--- src/rtl/risc_pkg.sv ---
// Shared encodings for the risc fetch sequencer and the ctrl block:
// branch selector codes and the fetch FSM state encoding.
package risc_pkg;

  typedef enum logic [1:0] {
    BR_SEQ  = 2'b00,
    BR_ABS  = 2'b01,
    BR_REL  = 2'b10,
    BR_CALL = 2'b11
  } branch_e;

  typedef enum logic [1:0] {
    ST_FETCH  = 2'b00,
    ST_EXEC   = 2'b01,
    ST_HALTED = 2'b10
  } state_e;

endpackage

--- src/rtl/risc_fetch_seq_if.sv ---
// Instruction-memory fetch handshake: the sequencer is the master, and the
// memory answers with ready and read data in the same cycle.
interface risc_fetch_seq_if #(
  parameter int XLEN = 16
) ();

  logic            imem_req;
  logic [XLEN-1:0] imem_addr;
  logic            imem_ready;
  logic [XLEN-1:0] imem_rdata;

  modport master (
    output imem_req,
    output imem_addr,
    input  imem_ready,
    input  imem_rdata
  );

  modport slave (
    input  imem_req,
    input  imem_addr,
    output imem_ready,
    output imem_rdata
  );

endinterface

--- src/rtl/risc_next_pc.sv ---
// Combinational next-PC resolution: sequential, absolute, conditional relative and call.
// All arithmetic wraps modulo 2^XLEN.
module risc_next_pc
  import risc_pkg::*;
#(
  parameter int XLEN  = 16,
  parameter int IMM_W = 7
) (
  input  logic [XLEN-1:0]  pc,
  input  logic [1:0]       branch,
  input  logic [XLEN-1:0]  br_target,
  input  logic [IMM_W-1:0] br_imm,
  input  logic             br_cond,
  output logic [XLEN-1:0]  seq_pc,
  output logic [XLEN-1:0]  next_pc
);

  logic [XLEN-1:0] imm_sext_s;

  assign seq_pc     = pc + {{(XLEN-1){1'b0}}, 1'b1};
  assign imm_sext_s = {{(XLEN-IMM_W){br_imm[IMM_W-1]}}, br_imm};

  // Target selection by branch kind
  always_comb begin
    next_pc = seq_pc;
    case (branch_e'(branch))
      BR_SEQ:  next_pc = seq_pc;
      BR_ABS:  next_pc = br_target;
      BR_REL: begin
        if (br_cond) begin
          next_pc = seq_pc + imm_sext_s;
        end else begin
          next_pc = seq_pc;
        end
      end
      BR_CALL: next_pc = br_target;
      default: next_pc = seq_pc;
    endcase
  end

endmodule

--- src/rtl/risc_fetch_seq.sv ---
// Multi-cycle instruction fetch / PC sequencer: FETCH over the imem handshake,
// hold IR in EXEC until ex_done, then commit halt, interrupt entry or branch.
module risc_fetch_seq
  import risc_pkg::*;
#(
  parameter int              XLEN       = 16,
  parameter int              IMM_W      = 7,
  parameter logic [XLEN-1:0] PROG_START = 16'h000F,
  parameter logic [XLEN-1:0] IRQ_VECTOR = 16'h0004
) (
  input  logic                 clk,
  input  logic                 rst,
  risc_fetch_seq_if.master     imem,
  output logic [XLEN-1:0]      ir,
  output logic                 ir_valid,
  input  logic                 ex_done,
  input  logic [1:0]           branch,
  input  logic [XLEN-1:0]      br_target,
  input  logic [IMM_W-1:0]     br_imm,
  input  logic                 br_cond,
  input  logic                 halt,
  input  logic                 irq,
  input  logic                 irq_reen,
  output logic                 irq_ack,
  output logic [XLEN-1:0]      epc,
  output logic [XLEN-1:0]      link_pc,
  output logic                 link_we,
  output logic [XLEN-1:0]      pc,
  output logic                 halted
);

  state_e          state_r;
  state_e          state_nx_s;
  logic            irq_en_r;
  logic            fetch_xfer_s;
  logic            commit_s;
  logic            do_halt_s;
  logic            take_irq_s;
  logic            do_link_s;
  logic [XLEN-1:0] seq_pc_s;
  logic [XLEN-1:0] next_pc_s;

  risc_next_pc #(
    .XLEN  (XLEN),
    .IMM_W (IMM_W)
  ) u_next_pc (
    .pc        (pc),
    .branch    (branch),
    .br_target (br_target),
    .br_imm    (br_imm),
    .br_cond   (br_cond),
    .seq_pc    (seq_pc_s),
    .next_pc   (next_pc_s)
  );

  assign imem.imem_addr = pc;

  // Halt outranks interrupt; the call link write survives interrupt entry
  assign do_halt_s  = commit_s && halt;
  assign take_irq_s = commit_s && !halt && irq && irq_en_r;
  assign do_link_s  = commit_s && !halt && (branch_e'(branch) == BR_CALL);

  // Next-state and handshake decode
  always_comb begin
    state_nx_s   = state_r;
    fetch_xfer_s = 1'b0;
    commit_s     = 1'b0;
    case (state_r)
      ST_FETCH: begin
        if (imem.imem_req && imem.imem_ready) begin
          fetch_xfer_s = 1'b1;
          state_nx_s   = ST_EXEC;
        end else begin
          state_nx_s   = ST_FETCH;
        end
      end
      ST_EXEC: begin
        if (ex_done) begin
          commit_s   = 1'b1;
          state_nx_s = halt ? ST_HALTED : ST_FETCH;
        end else begin
          state_nx_s = ST_EXEC;
        end
      end
      ST_HALTED: state_nx_s = ST_HALTED;
      default:   state_nx_s = ST_FETCH;
    endcase
  end

  // FSM state register
  always_ff @(posedge clk) begin
    if (!rst) begin
      state_r <= ST_FETCH;
    end else begin
      state_r <= state_nx_s;
    end
  end

  // Architectural registers; req/ir_valid are registered from the next state
  always_ff @(posedge clk) begin
    if (!rst) begin
      pc            <= PROG_START;
      ir            <= {XLEN{1'b0}};
      epc           <= {XLEN{1'b0}};
      link_pc       <= {XLEN{1'b0}};
      ir_valid      <= 1'b0;
      imem.imem_req <= 1'b0;
      irq_ack       <= 1'b0;
      link_we       <= 1'b0;
      halted        <= 1'b0;
      irq_en_r      <= 1'b1;
    end else begin
      imem.imem_req <= (state_nx_s == ST_FETCH);
      ir_valid      <= (state_nx_s == ST_EXEC);
      irq_ack       <= take_irq_s;
      link_we       <= do_link_s;
      if (fetch_xfer_s) begin
        ir <= imem.imem_rdata;
      end
      if (do_link_s) begin
        link_pc <= seq_pc_s;
      end
      if (do_halt_s) begin
        pc     <= seq_pc_s;
        halted <= 1'b1;
      end else if (take_irq_s) begin
        epc      <= next_pc_s;
        pc       <= IRQ_VECTOR;
        irq_en_r <= 1'b0;
      end else if (commit_s) begin
        pc <= next_pc_s;
        if (irq_reen) begin
          irq_en_r <= 1'b1;
        end
      end
    end
  end

endmodule

--- src/flat_wrapper.sv ---
// flat-port wrapper written by rule: the top's interface ports become plain ports
module risc_fetch_seq_flat import risc_pkg::*;
#(
  parameter int              XLEN       = 16,
  parameter int              IMM_W      = 7,
  parameter logic [XLEN-1:0] PROG_START = 16'h000F,
  parameter logic [XLEN-1:0] IRQ_VECTOR = 16'h0004
)
  (clk, rst, ir, ir_valid, ex_done, branch, br_target, br_imm, br_cond, halt, irq, irq_reen, irq_ack, epc, link_pc, link_we, pc, halted, imem_imem_req, imem_imem_addr, imem_imem_ready, imem_imem_rdata);
  risc_fetch_seq_if #(.XLEN(XLEN)) imem_i ();
  input  logic clk;
  input  logic rst;
  output logic [XLEN-1:0] ir;
  output logic ir_valid;
  input  logic ex_done;
  input  logic [1:0] branch;
  input  logic [XLEN-1:0] br_target;
  input  logic [IMM_W-1:0] br_imm;
  input  logic br_cond;
  input  logic halt;
  input  logic irq;
  input  logic irq_reen;
  output logic irq_ack;
  output logic [XLEN-1:0] epc;
  output logic [XLEN-1:0] link_pc;
  output logic link_we;
  output logic [XLEN-1:0] pc;
  output logic halted;
  output wire logic [$bits(imem_i.imem_req)-1:0] imem_imem_req;
  output wire logic [$bits(imem_i.imem_addr)-1:0] imem_imem_addr;
  input wire logic [$bits(imem_i.imem_ready)-1:0] imem_imem_ready;
  input wire logic [$bits(imem_i.imem_rdata)-1:0] imem_imem_rdata;
  assign imem_imem_req = imem_i.imem_req;
  assign imem_imem_addr = imem_i.imem_addr;
  assign imem_i.imem_ready = imem_imem_ready;
  assign imem_i.imem_rdata = imem_imem_rdata;
  risc_fetch_seq #(.XLEN(XLEN), .IMM_W(IMM_W), .PROG_START(PROG_START), .IRQ_VECTOR(IRQ_VECTOR)) u_core (.clk(clk), .rst(rst), .imem(imem_i), .ir(ir), .ir_valid(ir_valid), .ex_done(ex_done), .branch(branch), .br_target(br_target), .br_imm(br_imm), .br_cond(br_cond), .halt(halt), .irq(irq), .irq_reen(irq_reen), .irq_ack(irq_ack), .epc(epc), .link_pc(link_pc), .link_we(link_we), .pc(pc), .halted(halted));
endmodule
--- config.mk ---
export PLATFORM = sky130hd
export DESIGN_NAME = risc_fetch_seq_flat
export DESIGN_NICKNAME = d
export VERILOG_FILES = /design/src/rtl/risc_pkg.sv /design/src/rtl/risc_fetch_seq_if.sv /design/src/rtl/risc_next_pc.sv /design/src/rtl/risc_fetch_seq.sv /design/src/flat_wrapper.sv
export SDC_FILE = /design/constraint.sdc
export NUM_CORES = 1
export LEC_CHECK = 0
export CORE_MARGIN = 1
export CORE_UTILIZATION = 52
export DETAILED_ROUTE_END_ITERATION = 8
export PLACE_DENSITY = 0.95
export SYNTH_ARGS = -nofsm -noshare
export SYNTH_HDL_FRONTEND = slang
export SYNTH_SLANG_ARGS = --single-unit
--- constraint.sdc ---
create_clock -name clk -period 7.1 [get_ports clk]
set_input_delay 1.42 -clock clk [delete_from_list [all_inputs] [get_ports clk]]
set_output_delay 1.42 -clock clk [all_outputs]
set_load 0.02 [all_outputs]
==> reports/results.txt <==
Max Root-Sink Buffers: 2
Core ar.: 0.00868 mm²
Reg2Reg Capture Point: u_core.epc[13]
Die area: 0.00926 mm²
Commonest non-fill, non-tap cells in the layout: clkdlybuf4s50_1 (133), nand2_1 (76), dfxtp_1 (72), a21oi_1 (55), o21ai_0 (45)
Sw Share: 33.6%
CP dominant cell by count: ha_1
RR Startpoint: u_core.imem.imem_addr[0]
Vias in the first global route: 4608
Arrival time worst endpoint: 4.57 ns
Async SR Flop Fraction: 0%
RSZ-0062 raised after global routing: no
Vias post-DR: 4991
DRC errors left: 0
WL/cell: 19.4 µm
TNS Setup: 0 ns
VDD IR max: 0.000135 V
Cells on Worst Hold Path: 2
Final worst path period need: 4.27 ns
F_max: 234 MHz
Synth Flop Type: dfxtp_1
Most common cell after layout, fill and taps aside: clkdlybuf4s50_1
Global-route wire length before repair: 23500 µm
Worst path slowest cell: or4_1
Internal: 0.646 mW
Leak: 2.31 nW
Worst setup SP type: flip-flop
Placed Area: 0.00583 mm²
Setup-failing EPs final: 0
Port Buffers: 133
Synthesized net count: 646
Worst path cell trace: ha_1 -> nand3_1 -> or4_1 -> xor2_1 -> inv_1 -> ha_1 -> nand2_1 -> nor3b_1 -> a22oi_1 -> and4_1 -> a211oi_2 -> o221a_2
WHS Endpoint: u_core.ir[8]
Pwr Total: 0.973 mW
Max Slew Vio Count: 0
Final period utilization: 60.1%
Seq/Total Area, Yosys: 31.2%
Num ports: 134
Worst-margin pin slew: 1.18 ns
Status: completed
Min-delay worst type: reg -> reg
Switching Power: 0.327 mW
Share of cells above drive strength 1: 5.69%
Cell Area, Synth: 0.00462 mm²
Clock H-tree levels: 3
Grt total ovfl: 0
Slew Limit Headroom: 21.4%
Final RePlAce weighted congestion: 0.888
Cell Rows: 34
Skew-Pair Late Insertion Delay: 0.36 ns
CP peak stage delay: 0.64 ns
Drt total wl: 15400 µm
Post-route cell area: 0.00600 mm²
Setup bufs post-CTS: 0
1st-pass router iterations: 7
Number of max-cap violations: 0
Worst-path clk slew: 0.08 ns
Crit end category: flip-flop
CTS Sinks: 72
Nets@finish: 749
Synth warn: 0
Register share of total power: 44.1%
Num CTS Buffers: 9
Mean area per synthesized cell: 8.00 µm²
Synthesized flop and latch total: 72
DRT iter0 DRCs: 428
N_diodes: 0
CP Data Required Time: 7.40 ns
HP Start: u_core.ir[8]
Final Hold Vio Count: 0
Largest net degree at the start of global routing: 43
Root buffer cell: clkbuf_8
Fin util: 69.2%
Die X: 96.2 µm
Cell Pwr Density: 162 mW/mm²
Crit Path Max Fanout: 10
Gr usage total: 34.0%
Post-CTS resize count: 0
Number of distinct library cells after synthesis: 76
WS Path Type: reg -> reg
Comb power frac: 25.1%
Initial core utilization: 53.2%
Initial antenna violation count: 0
Reg2Reg Depth: 12
Cts-stage hold buffer count: 0
Area grow syn2layout: 30.0%
Vias per inst: 6.29
Clk pwr share: 30.7%
Flop-to-flop setup slack: 2.83 ns
Gate Count Post-Synth: 577
Post-synth EDFFs: 0
Die height: 96.2 µm
DRT antenna net count: 0
Setup Skew: 0.00867 ns
CTS tree: yes
Final HPWL DP: 11400 µm
state kept, by name, summed over array words and instances, names as in the netlist, 2 cells and up:
| name | count |
|---|---|
| u_core.imem.imem_addr | 16 |
| u_core.link_pc | 16 |
| u_core.ir | 16 |
| u_core.state_r | 2 |
| u_core.epc | 16 |
power groups by stage:
stage | clock network [mW] | registers (mW) | logic, mW
floorplan | 0 | 0.448 | 0.135
global placement | 0 | 0.438 | 0.235
detailed placement | 0 | 0.439 | 0.240
CTS | 0.300 | 0.429 | 0.241
global route | 0.316 | 0.431 | 0.264
finish | 0.299 | 0.429 | 0.245
stage by stage:
stage	worst slack, ns	std cells	hold slack [ns]
after global routing	2.55	793	0.478
after global placement	2.85	777	0.442
after floorplan	3.53	577	0.478
final	2.83	793	0.461
after detailed placement	2.75	777	0.452
after CTS	2.97	793	0.463
critical path: cells and delay by family (launching register included):
family | cells | cell delay [ns]
xor gates and xnor gates | 1 | 0.47
AOI/OAI and AO/OA | 3 | 0.74
DFF | 1 | 0.58
adders and majority gates | 2 | 0.80
and+or+nand+nor | 5 | 1.50
buffers and inverters | 1 | 0.13
cells by family after synthesis:
kind of cell | share of synthesized area [%]
AND/OR/NAND/NOR | 22.6
AO/OA/AOI/OAI | 27.5
buffers and inverters | 7.83
multiplexers | 1.95
XOR/XNOR | 3.36
adder cells (fa/ha/maj) | 5.58
flip-flops | 31.2
synthesized netlist by cell type (6+ instances only):
| cell | count | area, µm² |
|---|---|---|
| a211oi_1 | 9 | 67.6 |
| a21o_1 | 7 | 52.6 |
| a21oi_1 | 55 | 275 |
| a221oi_1 | 6 | 52.6 |
| and2_1 | 8 | 50.1 |
| buf_4 | 16 | 120 |
| clkbuf_1 | 20 | 75.1 |
| dfxtp_1 | 72 | 1440 |
| ha_1 | 19 | 238 |
| inv_1 | 20 | 75.1 |
| mux2i_1 | 9 | 90.1 |
| nand2_1 | 76 | 285 |
| nand2b_1 | 8 | 50.1 |
| nand3_1 | 19 | 95.1 |
| nor2_1 | 36 | 135 |
| nor2b_1 | 7 | 43.8 |
| nor3_1 | 14 | 70.1 |
| o211a_1 | 6 | 60.1 |
| o21a_1 | 6 | 45.0 |
| o21ai_0 | 45 | 225 |
| o31ai_1 | 6 | 45.0 |
| xnor2_1 | 8 | 70.1 |
| xor2_1 | 6 | 52.6 |
how the worst max path moves through the flow:
stage,cells past startpoint,slack (ns),end,start
floorplan,13,3.53,u_core.epc[13],u_core.imem.imem_addr[0]
global placement,8,2.85,u_core.imem.imem_addr[11],br_imm[6]
detailed placement,8,2.75,u_core.imem.imem_addr[14],br_imm[6]
CTS,12,2.97,u_core.epc[13],u_core.imem.imem_addr[0]
global route,12,2.55,u_core.epc[13],u_core.imem.imem_addr[0]
finish,12,2.83,u_core.epc[13],u_core.imem.imem_addr[0]
layer usage:
| metal | track usage [%] | vias up | wire length [µm] |
|---|---|---|---|
| li1 | - | 2303 | - |
| met2 | 58.7 | 300 | 7400 |
| met3 | 7.35 | 45 | 1430 |
| met4 | 15.5 | 0 | 532 |
| met5 | 0 | - | 0 |
| met1 | 39.9 | 2343 | 6020 |
final cells by class:
| cell class | count | area, µm² |
|---|---|---|
| clock buffers | 10 | 128 |
| clock inverters | 6 | 43.8 |
| fillers | 719 | 2680 |
| inverters | 21 | 78.8 |
| multi-input cells | 439 | 2810 |
| flip-flops and latches | 72 | 1440 |
| well taps | 108 | 135 |
| repair buffers | 137 | 1360 |
No activity file was read; power rests on OpenSTA's default activity.
